$ cat config.mk
export PLATFORM = sky130hd
export DESIGN_NAME = fetch_unit
export DESIGN_NICKNAME = d
export VERILOG_FILES = /design/src/rtl/fetch_unit.sv
export SDC_FILE = /design/constraint.sdc
export NUM_CORES = 1
export LEC_CHECK = 0
export CAP_MARGIN = 10
export CORE_ASPECT_RATIO = 0.5
export CORE_MARGIN = 2
export CORE_UTILIZATION = 25
export CTS_CLUSTER_SIZE = 16
export DETAILED_ROUTE_END_ITERATION = 8
export GPL_ROUTABILITY_DRIVEN = 0
export HOLD_SLACK_MARGIN = 0.1
export PLACE_DENSITY = 0.73
export SLEW_MARGIN = 5
export SYNTH_ARGS = -nofsm -noshare
export SYNTH_HDL_FRONTEND = slang
export SYNTH_SLANG_ARGS = --single-unit
$ cat constraint.sdc
create_clock -name clk -period 1.7 [get_ports clk]
set_input_delay 0.34 -clock clk [delete_from_list [all_inputs] [get_ports clk]]
set_output_delay 0.34 -clock clk [all_outputs]
set_load 0.05 [all_outputs]
$ cat src/rtl/fetch_unit.sv
// Program-counter and fetch sequencer feeding a 1-cycle synchronous instruction memory.
// Presents (pc, instr) to decode over valid/ready with branch redirect and halt/resume.
module fetch_unit #(
  parameter int                 ADDR_W   = 8,
  parameter int                 DATA_W   = 32,
  parameter logic [ADDR_W-1:0]  RESET_PC = {ADDR_W{1'b0}}
) (
  input  logic              clk,
  input  logic              rst_n,
  output logic [ADDR_W-1:0] imem_addr_o,
  input  logic [DATA_W-1:0] imem_data_i,
  output logic [DATA_W-1:0] instr_o,
  output logic [ADDR_W-1:0] pc_o,
  output logic              valid_o,
  input  logic              ready_i,
  input  logic              branch_i,
  input  logic [ADDR_W-1:0] branch_target_i,
  input  logic              halt_i
);

  typedef enum logic [1:0] {
    ST_START = 2'd0,
    ST_RUN   = 2'd1,
    ST_HALT  = 2'd2
  } state_e;

  localparam logic [ADDR_W-1:0] PC_ONE = {{(ADDR_W-1){1'b0}}, 1'b1};

  state_e            state_q, state_d;
  logic [ADDR_W-1:0] pc_q, pc_d;
  logic              vld_q, vld_d;
  logic [ADDR_W-1:0] addr_s;
  logic              stall_s;

  // A presented word that decode has not taken must be re-read to stay stable.
  assign stall_s = vld_q & ~ready_i;

  // State, pc and valid registers; pc always tracks the address just issued.
  always_ff @(posedge clk or negedge rst_n) begin
    if (!rst_n) begin
      state_q <= ST_START;
      pc_q    <= RESET_PC;
      vld_q   <= 1'b0;
    end else begin
      state_q <= state_d;
      pc_q    <= pc_d;
      vld_q   <= vld_d;
    end
  end

  // Next-state selection.
  always_comb begin
    state_d = state_q;
    case (state_q)
      ST_START: state_d = ST_RUN;
      ST_RUN: begin
        if (branch_i) begin
          state_d = ST_RUN;
        end else if (halt_i) begin
          state_d = ST_HALT;
        end else begin
          state_d = ST_RUN;
        end
      end
      ST_HALT: begin
        if (branch_i || !halt_i) begin
          state_d = ST_RUN;
        end else begin
          state_d = ST_HALT;
        end
      end
      default: state_d = ST_START;
    endcase
  end

  // Fetch address and next valid; branch squashes the word on the outputs.
  always_comb begin
    addr_s = pc_q;
    vld_d  = 1'b0;
    case (state_q)
      ST_START: begin
        addr_s = RESET_PC;
        vld_d  = 1'b1;
      end
      ST_RUN: begin
        if (branch_i) begin
          addr_s = branch_target_i;
          vld_d  = 1'b1;
        end else if (halt_i) begin
          addr_s = pc_q;
          vld_d  = stall_s;
        end else if (stall_s) begin
          addr_s = pc_q;
          vld_d  = 1'b1;
        end else begin
          addr_s = pc_q + PC_ONE;
          vld_d  = 1'b1;
        end
      end
      ST_HALT: begin
        if (branch_i) begin
          addr_s = branch_target_i;
          vld_d  = 1'b1;
        end else if (halt_i) begin
          addr_s = pc_q;
          vld_d  = stall_s;
        end else begin
          addr_s = stall_s ? pc_q : (pc_q + PC_ONE);
          vld_d  = 1'b1;
        end
      end
      default: begin
        addr_s = RESET_PC;
        vld_d  = 1'b0;
      end
    endcase
  end

  assign pc_d        = addr_s;
  assign imem_addr_o = addr_s;
  assign instr_o     = imem_data_i;
  assign pc_o        = pc_q;
  assign valid_o     = vld_q & ~branch_i;

endmodule

==> flow_summary.toml <==
[floorplan]
die_x_microns = 91.5
core_sq_um = 3550
pin_count = 94
rows = 15
dieArea_sq_um = 4360
initial_core_util = 0.269
die_h_microns = 47.7

[worst_setup_path]
cp-end-kind = "output port"
path_class = "flip-flop to output port"
path_buf_inv = 1
max_stage_delay_ns = 0.45
critPathTopFamily = "simple AND/OR/NAND/NOR gates"
path_max_fanout = 5
cp_slowest_cell = "or4_4"
cp.required_ns = 1.36
crit_chain = "ha_4 -> nand4_1 -> or4_4 -> a31oi_4 -> buf_12"
r2r-start = "vld_q"
startpoint = "pc_o[1]"
cp.arrival_ns = 1.76
r2r_slack_ns = 0.17
startpoint_type = "flip-flop"

[synthesis]
async_flop_share = 1.00
synth_area_leaders = "dfrtp_1 (29%), buf_4 (26%), ha_1 (6.5%)"
synth_ff_type = "dfrtp_1"
synth_fp_nets = 156
seq_area_frac_synth = 0.288
synth_edf_count = 0
syn_inst = 106
postSynthAreaPerCell_sq_um = 9.02
yosysTopAreaCell = "dfrtp_1"
ys_types = 28
yosys_warnings = 0
syn_area_sq_um = 956
synth-seq-cells = 11
netlist.area_leader.share = 0.288

[pwr]
leakage_nw = 0.700
p_int_mw = 1.70
swShare = 0.480
p_clk_frac = 0.083
pwr-share-comb = 0.746
power_switching_mw = 1.57
powerDensity_nw_per_um2 = 1940
seqPwrFrac = 0.170
vdd_ir_drop_max_mv = 0.603

[cts]
cts_buffer_depth = 2
ctsRootBufferMaster = "clkbuf_8"
htreeDepth = 1
clkTransAtPathRegs_ns = 0.06
cts.sinks = 11
cts_buffers = 3
cts_tree = "yes"
clk_latency_ns = 0.24

[global_route]
grt_pass1_wl_mm = 4.77
grt_start_max_net_pins = 12
grt_usage = 0.144
antenna_found_initial = 0
grt_pass1_vias = 975
overflow = 0

[final_layout]
layout.cells.non_filler = 197
final_core_util = 0.474
nFillCells = 319
nets = 197
drive_above_1_share = 0.651
syn2layout_area_growth_pct = 75.9
diodes = 0

[detailed_routing]
drc_errors = 0
postRouteAntennaNets = 0
drt-initial-drc-count = 20
vias_per_cell = 4.67
wire_per_inst_microns = 16.3
routed_wl_mm = 3.21
drt_pass1_iterations = 4
num_vias = 920

[worst_hold_path]
hp-class = "input port to asynchronous set/reset pin"

[placement]
hpwl_mm = 2.33
place_ws_ns = -0.527
dp_cells = 188
io_buffers = 29

[sta]
clock_skew_ns = 0.00387
finalSetupViolCount = 8
worstMarginPinSlew_ns = 0.602
hold_viol = 0
fin_setup_tns_ns = -2.59
setup_ws_ns = -0.395
slew_viol_final = 0
period_share = 1.23
slew_headroom = 0.598
hold_slack_ns = 0.480
fin_crit_ns = 2.10
fmax_mhz = 477
rsz0062_at_grt = "yes"

[status]
violations = "setup timing"
status = "finished, violations left"

[flow_run]
drv_cap = 0
timing repair:
action,in CTS,in global routing
hold buffers,0,0
resized for setup,13,5
buffers inserted,4,0
cloned,1,0
pin swaps,10,0
endpoints found under the setup margin,9,8
worst reg2reg max path, cell delays in order (launching register included):
cell and delay, ns:
dfrtp_1 0.41, nor2b_4 0.17, buf_4 0.16, o31ai_2 0.39, a31oi_4 0.15, buf_4 0.15
power by group through the flow:
| stage | Combinational, mW | Clock, mW | Sequential [mW] |
|---|---|---|---|
| after floorplan | 1.07 | 0 | 0.829 |
| after global placement | 2.23 | 0 | 0.538 |
| after detailed placement | 2.28 | 0 | 0.548 |
| after CTS | 2.41 | 0.280 | 0.549 |
| after global routing | 2.57 | 0.290 | 0.572 |
| final | 2.44 | 0.273 | 0.557 |
Yosys cell counts (2+ instances only):
library cell and count:
nor2_1 2, a31oi_1 6, dfrtp_1 11, nand3_1 3, nand2b_1 3, or4_1 5
buf_4 33, a21oi_1 2, inv_1 5, or3_1 2, o21ai_0 9, o31ai_1 5
ha_1 5
registers in the layout, summed over array words and instances, names as in the netlist:
signal   cells
pc_o         8
state_q      2
vld_q        1
area by class of cell:
| type | instances | area [sq um] | share of cell area |
|---|---|---|---|
| multi-input combinational | 56 | 596 | 0.354 |
| sequential | 11 | 283 | 0.168 |
| timing repair buffer | 70 | 676 | 0.402 |
| inverter | 5 | 18.8 | 0.0112 |
| clock buffer | 4 | 45.0 | 0.0268 |
| tap | 51 | 63.8 | 0.0379 |
metrics by stage:
step / total power [mW] / area, sq um
2_1_floorplan: 1.90 / 1100
3_3_place_gp: 2.77 / 1540
3_5_place_dp: 2.82 / 1540
4_1_cts: 3.24 / 1670
5_1_grt: 3.43 / 1680
6_report: 3.27 / 1680
cells in the final DEF (no fill, tap or decap), types with 5 or more instances in the layout:
cell,n
or4_4,5
o21ai_0,8
dfrtp_2,6
a31oi_4,6
clkdlybuf4s50_1,9
buf_4,46
dfrtp_1,5
buf_12,9
metal layers:
metal	up-vias	global-route usage	wire [microns]
met3	10	0.0346	165
met5	-	0	0
met4	0	0.0636	72
met2	25	0.271	1610
li1	426	-	-
met1	459	0.165	1360
cell families after synthesis:
kind of cell | after synthesis | share of synthesized area
buffers and inverters | 40 | 0.296
AO/OA/AOI/OAI | 26 | 0.171
AND/OR/NAND/NOR | 24 | 0.179
flip-flops | 11 | 0.288
adder cells (fa/ha/maj) | 5 | 0.0654
path summary, 6_finish.rpt:
path | to | cells past startpoint
hold / removal | pc_o[3] | 1
min in group clk | pc_o[6] | 2
setup reg to reg | pc_o[5] | 5
setup / recovery | imem_addr_o[6] | 5
max in group asynchronous | pc_o[5] | 1
hold reg to reg | pc_o[6] | 2
Power figures use the tool's default switching activity.
